$ cat config.mk
export PLATFORM = sky130hd
export DESIGN_NAME = md_issue_ctrl_flat
export DESIGN_NICKNAME = d
export VERILOG_FILES = /design/src/rtl/md_issue_if.sv /design/src/rtl/md_issue_ctrl.sv /design/src/flat_wrapper.sv
export SDC_FILE = /design/constraint.sdc
export NUM_CORES = 1
export LEC_CHECK = 0
export BUFFER_PORTS_ARGS = -buffer_cell sky130_fd_sc_hd__buf_2
export CORE_AREA = 2 2 39 41
export DETAILED_ROUTE_END_ITERATION = 10
export DIE_AREA = 0 0 41 43
export HOLD_SLACK_MARGIN = 0.12
export PLACE_DENSITY = 0.73
export SKIP_CTS_REPAIR_TIMING = 1
export SLEW_MARGIN = 20
export SYNTH_ARGS = -nofsm -noshare
export SYNTH_HDL_FRONTEND = slang
export SYNTH_SLANG_ARGS = --single-unit
$ cat constraint.sdc
create_clock -name clk -period 1.8 [get_ports clk]
set_input_delay 0.36 -clock clk [delete_from_list [all_inputs] [get_ports clk]]
set_output_delay 0.36 -clock clk [all_outputs]
set_load 0.02 [all_outputs]
$ cat src/rtl/md_issue_if.sv
// md_issue_if: pipeline <-> issue controller <-> multdiv signal bundle.
// MD_PERF_EN adds the stall_cnt performance counter output.
interface md_issue_if;
    logic       id_md_start;
    logic       id_md_read;
    logic       id_md_write;
    logic       ex_md_start;
    logic [2:0] ex_md_op;
    logic       ex_hiwrite;
    logic       ex_lowrite;
    logic       ex_flush;
    logic       md_busy;
    logic       md_start;
    logic [2:0] md_mdctr;
    logic       md_hiwrite;
    logic       md_lowrite;
    logic       stall_md;
    logic [1:0] md_state;
    logic       md_err;
`ifdef MD_PERF_EN
    logic [31:0] stall_cnt;
`endif

    modport slave (
        input  id_md_start, id_md_read, id_md_write, ex_md_start, ex_md_op,
               ex_hiwrite, ex_lowrite, ex_flush, md_busy,
`ifdef MD_PERF_EN
        output stall_cnt,
`endif
        output md_start, md_mdctr, md_hiwrite, md_lowrite, stall_md, md_state, md_err
    );

    modport master (
        output id_md_start, id_md_read, id_md_write, ex_md_start, ex_md_op,
               ex_hiwrite, ex_lowrite, ex_flush, md_busy,
`ifdef MD_PERF_EN
        input  stall_cnt,
`endif
        input  md_start, md_mdctr, md_hiwrite, md_lowrite, stall_md, md_state, md_err
    );
endinterface

$ cat src/rtl/md_issue_ctrl.sv
// md_issue_ctrl: EX-stage issue/stall controller mirroring multdiv latency.
// MD_PERF_EN adds a saturating count of stall_md cycles (stall_cnt).
module md_issue_ctrl #(
    parameter int unsigned MULT_LAT = 5,
    parameter int unsigned DIV_LAT  = 10
) (
    input logic     clk,
    input logic     rst,
    md_issue_if.slave md
);
    typedef enum logic [1:0] {IDLE = 2'b00, RUN_MUL = 2'b01, RUN_DIV = 2'b10} state_e;

    localparam logic [3:0] MUL_END = 4'(MULT_LAT);
    localparam logic [3:0] DIV_END = 4'(DIV_LAT);

    state_e     state_q, state_d;
    logic [3:0] cnt_q, cnt_d;
    logic       err_q, err_d;
    logic       armed_q, armed_d;
    logic       busy, issue_ok, start, last, stall;

    always_comb begin
        busy     = state_q != IDLE;
        issue_ok = ~md.ex_flush & ~busy;
        start    = md.ex_md_start & issue_ok;
        last     = cnt_q == (state_q == RUN_MUL ? MUL_END : DIV_END);
        state_d  = start ? (md.ex_md_op[1] ? RUN_DIV : RUN_MUL) : (busy & last) ? IDLE : state_q;
        cnt_d    = start ? 4'd1 : busy ? (last ? 4'd0 : cnt_q + 4'd1) : cnt_q;
        // busy mismatch is only trusted once multdiv has been seen idle
        err_d    = err_q | (md.ex_md_start & ~md.ex_flush & (busy | md.ex_hiwrite | md.ex_lowrite))
                 | (armed_q & (md.md_busy != busy));
        armed_d  = armed_q | (~busy & ~md.md_busy);
        stall    = rst & (md.id_md_start | md.id_md_read | md.id_md_write) & (busy | start);
    end

    always_ff @(posedge clk) begin
        if (!rst) begin
            state_q <= IDLE;
            cnt_q   <= 4'd0;
            err_q   <= 1'b0;
            armed_q <= 1'b0;
        end else begin
            state_q <= state_d;
            cnt_q   <= cnt_d;
            err_q   <= err_d;
            armed_q <= armed_d;
        end
    end

    assign md.md_start   = rst & start;
    assign md.md_mdctr   = (rst & md.ex_md_start) ? md.ex_md_op : 3'b000;
    assign md.md_hiwrite = rst & md.ex_hiwrite & issue_ok & ~md.ex_md_start;
    assign md.md_lowrite = rst & md.ex_lowrite & issue_ok & ~md.ex_md_start;
    assign md.stall_md   = stall;
    assign md.md_state   = rst ? state_q : 2'b00;
    assign md.md_err     = rst & err_q;

`ifdef MD_PERF_EN
    logic [31:0] stall_cnt_q;

    always_ff @(posedge clk) begin
        if (!rst)
            stall_cnt_q <= 32'd0;
        else if (stall & ~&stall_cnt_q)
            stall_cnt_q <= stall_cnt_q + 32'd1;
    end

    assign md.stall_cnt = stall_cnt_q;
`endif
endmodule

$ cat src/flat_wrapper.sv
// flat-port wrapper written by rule: the top's interface ports become plain ports
module md_issue_ctrl_flat 
#(
    parameter int unsigned MULT_LAT = 5,
    parameter int unsigned DIV_LAT  = 10
)
  (clk, rst, md_id_md_start, md_id_md_read, md_id_md_write, md_ex_md_start, md_ex_md_op, md_ex_hiwrite, md_ex_lowrite, md_ex_flush, md_md_busy, md_md_start, md_md_mdctr, md_md_hiwrite, md_md_lowrite, md_stall_md, md_md_state, md_md_err);
  md_issue_if md_i ();
  input logic clk;
  input logic rst;
  input wire logic [$bits(md_i.id_md_start)-1:0] md_id_md_start;
  input wire logic [$bits(md_i.id_md_read)-1:0] md_id_md_read;
  input wire logic [$bits(md_i.id_md_write)-1:0] md_id_md_write;
  input wire logic [$bits(md_i.ex_md_start)-1:0] md_ex_md_start;
  input wire logic [$bits(md_i.ex_md_op)-1:0] md_ex_md_op;
  input wire logic [$bits(md_i.ex_hiwrite)-1:0] md_ex_hiwrite;
  input wire logic [$bits(md_i.ex_lowrite)-1:0] md_ex_lowrite;
  input wire logic [$bits(md_i.ex_flush)-1:0] md_ex_flush;
  input wire logic [$bits(md_i.md_busy)-1:0] md_md_busy;
  output wire logic [$bits(md_i.md_start)-1:0] md_md_start;
  output wire logic [$bits(md_i.md_mdctr)-1:0] md_md_mdctr;
  output wire logic [$bits(md_i.md_hiwrite)-1:0] md_md_hiwrite;
  output wire logic [$bits(md_i.md_lowrite)-1:0] md_md_lowrite;
  output wire logic [$bits(md_i.stall_md)-1:0] md_stall_md;
  output wire logic [$bits(md_i.md_state)-1:0] md_md_state;
  output wire logic [$bits(md_i.md_err)-1:0] md_md_err;
  assign md_i.id_md_start = md_id_md_start;
  assign md_i.id_md_read = md_id_md_read;
  assign md_i.id_md_write = md_id_md_write;
  assign md_i.ex_md_start = md_ex_md_start;
  assign md_i.ex_md_op = md_ex_md_op;
  assign md_i.ex_hiwrite = md_ex_hiwrite;
  assign md_i.ex_lowrite = md_ex_lowrite;
  assign md_i.ex_flush = md_ex_flush;
  assign md_i.md_busy = md_md_busy;
  assign md_md_start = md_i.md_start;
  assign md_md_mdctr = md_i.md_mdctr;
  assign md_md_hiwrite = md_i.md_hiwrite;
  assign md_md_lowrite = md_i.md_lowrite;
  assign md_stall_md = md_i.stall_md;
  assign md_md_state = md_i.md_state;
  assign md_md_err = md_i.md_err;
  md_issue_ctrl #(.MULT_LAT(MULT_LAT), .DIV_LAT(DIV_LAT)) u_core (.clk(clk), .rst(rst), .md(md_i));
endmodule
# Word-level counts from Yosys, hierarchy flattened
# Cells that the tools add are included.
dict set report word_totals {
  reg_bits 8
  input_bits 13
  elab_cells 53
}
dict set report classes {
  n_addsub 1
  n_eq_ne 3
  muxes 9
  bitwise_logic 31
  reduce_logical 4
}
# operator n
set op_table {}
lappend op_table {{$and 1x1->1} 18}
lappend op_table {{$mux 2} 4}
lappend op_table {{$mux 4} 2}
lappend op_table {{$or 1x1->1} 8}
lappend op_table {{$reduce_bool 2->1} 3}
lappend op_table {{$not 1->1} 5}
lappend op_table {{$add 4x1->4 const B} 1}
lappend op_table {{$eq 4x4->1} 1}
lappend op_table {{$mux 3} 1}
lappend op_table {{$eq 2x1->1 const B} 1}
lappend op_table {{$mux 1} 2}
lappend op_table {{$reduce_or 2->1} 1}
lappend op_table {{$ne 1x1->1} 1}

# Longest topological paths before layout
dict set report logic_depth {
  word_depth 6
  depth_mapped 7
  ltp_nobuf 6
}

# Least setup slack after synthesis
# OpenSTA, ideal clock, no wires.
dict set report synth_timing {
  kind {register to output}
  from {register u_core.state_q[0]}
  to {output md_md_hiwrite}
  arrival_time_ns 1.109
  t_required_ns 1.440
  setup_slack_ns 0.331
  stages_incl_launch_ff 5
  n_path_buf 1
  cell_sequence {dfxtp_1 > or2_1 > buf_6 > nor2_1 > and4b_1}
}
dict set report synth_via {
  elab_chain_cells 5
}
# item line_no
set synth_rtl {}
lappend synth_rtl {{start: declaration} md_issue_ctrl.sv:16} ;# state_e state_q, state_d;
lappend synth_rtl {{start signal: assignment} md_issue_ctrl.sv:43} ;# state_q <= state_d;
lappend synth_rtl {{$reduce_bool 2->1} md_issue_ctrl.sv:23} ;# busy = state_q != IDLE;
lappend synth_rtl {{$not 1->1} md_issue_ctrl.sv:24} ;# issue_ok = ~md.ex_flush & ~busy;
lappend synth_rtl {{$and 1x1->1} md_issue_ctrl.sv:24}
lappend synth_rtl {{$and 1x1->1 (2 in a row)} md_issue_ctrl.sv:52} ;# assign md.md_hiwrite = rst & md.ex_hiwrite & issue_ok & ~md.ex_md_start;
lappend synth_rtl {{end: declaration} flat_wrapper.sv:22} ;# output wire logic [$bits(md_i.md_hiwrite)-1:0] md_md_hiwrite;
# No other way between the ends.

# Final worst setup path
# Same ends and word-level chain as after synthesis.

==> qor.yml <==
outcome: "finished, final reports clean"
routabilityCongestion: 0.7137
layout_common_cells: "21 x buf_2, 7 x dfxtp_1, 5 x inv_1, 4 x and3_1, 4 x nor2_1"
rsz0062_at_grt: "false"
grt_use_total_pct: 16.72
routed_via_density: 5.186
timing.rr.end: "u_core.err_q$_SDFF_PN0_"
fin_ws_ns: 0.09108
hold_path_class: "in2reg"
layout-area-overhead-vs-synth_pct: 29.77
critical_path_peak_fanout: 6
avgRoutedWirePerCell_um: 11.92
cp_data_arrival_time_ns: 1.35
dpl.cell_count: 94
timing.hold.worst_path_depth: 3
critical_path.endpoint_type: "primary output"
grt_remaining_overflow: 0
cts_buffer_depth: 2
power.leakage_uw: 0.0003247
grt_first_pass_wirelength_mm: 1.987
total_die_area_um2: 1763
place.port_buffers: 22
final-max-slew-violation-count: 0
fin_worst_skew_ns: 0.007560
tightest_slew_ns: 0.2965
critPathKind: "reg2out"
setup_viol: 0
timing.max_slew.rel_slack_pct: 79.67
worst_r2r_startpoint: "u_core.state_q[0]$_SDFFE_PN0P_"
clk_pin_slew_worst_paths_ns: 0.06
syn-mean-instance-area_um2: 8.478
holdPathEnd: "u_core.state_q[1]$_SDFFE_PN0P_"
synth_flop_cell: "dfxtp_1"
maxCapViolations: 0
insertion_delay_ns: 0.26
max_clock_freq_mhz: 585.2
hold_violations: 0
drt.antenna.violating_nets: 0
p_per_area_nw_per_um2: 687.4
postSynthNetCount: 73
floorplan.core_area_um2: 1384
die-width_um: 41
top_level_ports: 23
remaining_drcs: 0
ys_seq_elements: 8
via_count: 503
dp_slack_ns: 0.2594
synth-async-reset-ratio_pct: 0
share_of_yosys_cell_area_claimed_by_the_top_area_cell_type_pct: 32.57
yosysTopAreaCell: "dfxtp_1"
grt_antenna_before_repair: 0
instances_no_fill: 97
initialDrtViolationCount: 4
place.detailed.hpwl_um: 935.4
proportion_of_layout_cells_with_a_drive_suffix_above_1_pct: 35.80
number_of_nets_in_the_layout: 98
hold_path_startpoint: "md_ex_md_op[1]"
synth_cell_area_um2: 491.7
layout_min_cycle_time_ns: 1.709
std_cell_rows: 14
synth.yosys.seq_area_share_pct: 32.57
final_util_pct: 46.11
synth_top_cells_by_area: "dfxtp_1 33%, and3_1 5.1%, ha_1 5.1%"
cts.htree.levels: 1
final_std_cell_area_no_fill_um2: 638.1
clock-sinks: 8
netlist_instances: 58
initial_core_util_pct: 35.53
tritoncts_clock_tree: "yes"
critPathRequiredTime_ns: 1.44
max-vdd-ir-drop_mv: 0.3355
yosys_synthesis_warning_count: 0
cp-start-kind: "flip-flop"
tritoncts.num_buffers: 3
worst-r2r-cell-count: 6
final_common_cell: "buf_2"
r2r_setup_slack_ns: 0.38
largest_net_degree_at_the_start_of_global_routing: 14
fp.dieH_um: 43
firstDrtPassIters: 2
finalWirelength_mm: 1.156
synth_enable_flop_cells: 0
grt_pass1_vias: 497
dpl-instance-area_um2: 606.8
diodes: 0
root_buffer: "clkbuf_4"
layout_worst_path_cycle_share_pct: 94.94
distinct_cell_type_count_of_the_synthesized_netlist: 29
## worst max-delay path by stage
stage | startpoint | endpoint | slack, ns | cells after the start
2_1_floorplan | u_core.state_q[0]$_SDFFE_PN0P_ | md_md_hiwrite | 0.33 | 4
3_3_place_gp | u_core.state_q[0]$_SDFFE_PN0P_ | md_md_hiwrite | 0.29 | 4
3_5_place_dp | u_core.state_q[0]$_SDFFE_PN0P_ | md_md_lowrite | 0.26 | 4
4_1_cts | u_core.state_q[0]$_SDFFE_PN0P_ | md_md_lowrite | -0.02 | 4
5_1_grt | u_core.state_q[0]$_SDFFE_PN0P_ | md_md_lowrite | 0.02 | 4
6_report | u_core.state_q[0]$_SDFFE_PN0P_ | md_md_hiwrite | 0.09 | 4
## where the power goes
part           leakage [µW]  switching (µW)  total [µW]  internal (µW)
Clock             0.0000138            62.6         139           76.4
Sequential        0.0000660            12.3         202            189
Combinational      0.000245            52.9        97.9           45.0
Total              0.000325             128         439            311
## state kept, by name, summed over array words and instances, names as in the netlist
| signal | count |
|---|---|
| u_core.armed_q | 1 |
| u_core.cnt_q | 4 |
| u_core.state_q | 2 |
| u_core.err_q | 1 |
## layout make-up
cell class,instances,area [µm²]
fill,154,745.7
multi-input combinational,42,299.0
sequential,8,161.4
timing repair buffer,22,112.6
clock buffer,3,22.52
inverter,6,22.52
tap,16,20.02
## Yosys cell counts (all sizes together) (2+ instances only)
cell type / number
nand2b: 2
mux2i: 2
nor2: 5
ha: 2
and4b: 2
a21oi: 2
inv: 6
xor2: 2
o21ai: 2
dfxtp: 8
and3: 4
nand4bb: 2
nor3: 3
and2: 2
## per-layer routing
layer / track usage [%] / part of all wire, % / wire [µm]
met1: 18.51 / 40 / 465
met3: 1.571 / 1.7 / 20
met5: 0 / 0 / 0
met2: 26.56 / 55 / 634
met4: 14.00 / 3.1 / 36
## kinds of logic (layout without fill, tap and decap cells)
kind of cell             Yosys count  after routing  share of synthesized area (%)
flip-flops                         8              8                          32.57
buffers and inverters              8             31                          7.632
XOR/XNOR                           2              2                          3.563
multiplexers                       2              2                          4.071
AO/OA/AOI/OAI                     11             11                          15.78
adder cells (fa/ha/maj)            2              2                          5.088
AND/OR/NAND/NOR                   25             25                          31.30
## worst max-delay path: stages (launching register included)
cell	delay, ns
dfxtp_2	0.34
or2_4	0.29
nor2_2	0.11
and4b_1	0.19
buf_2	0.16
## metrics by stage
stage / total power [µW] / hold WS (ns) / setup TNS (ns)
floorplan: 269.6 / 0.4391 / 0
global route: 466.7 / 0.4253 / 0
global placement: 298.2 / 0.4619 / 0
detailed placement: 299.8 / 0.4738 / 0
finish: 438.6 / 0.3944 / 0
CTS: 438.5 / 0.3918 / -0.05012
No activity file was read; power rests on OpenSTA's default activity.
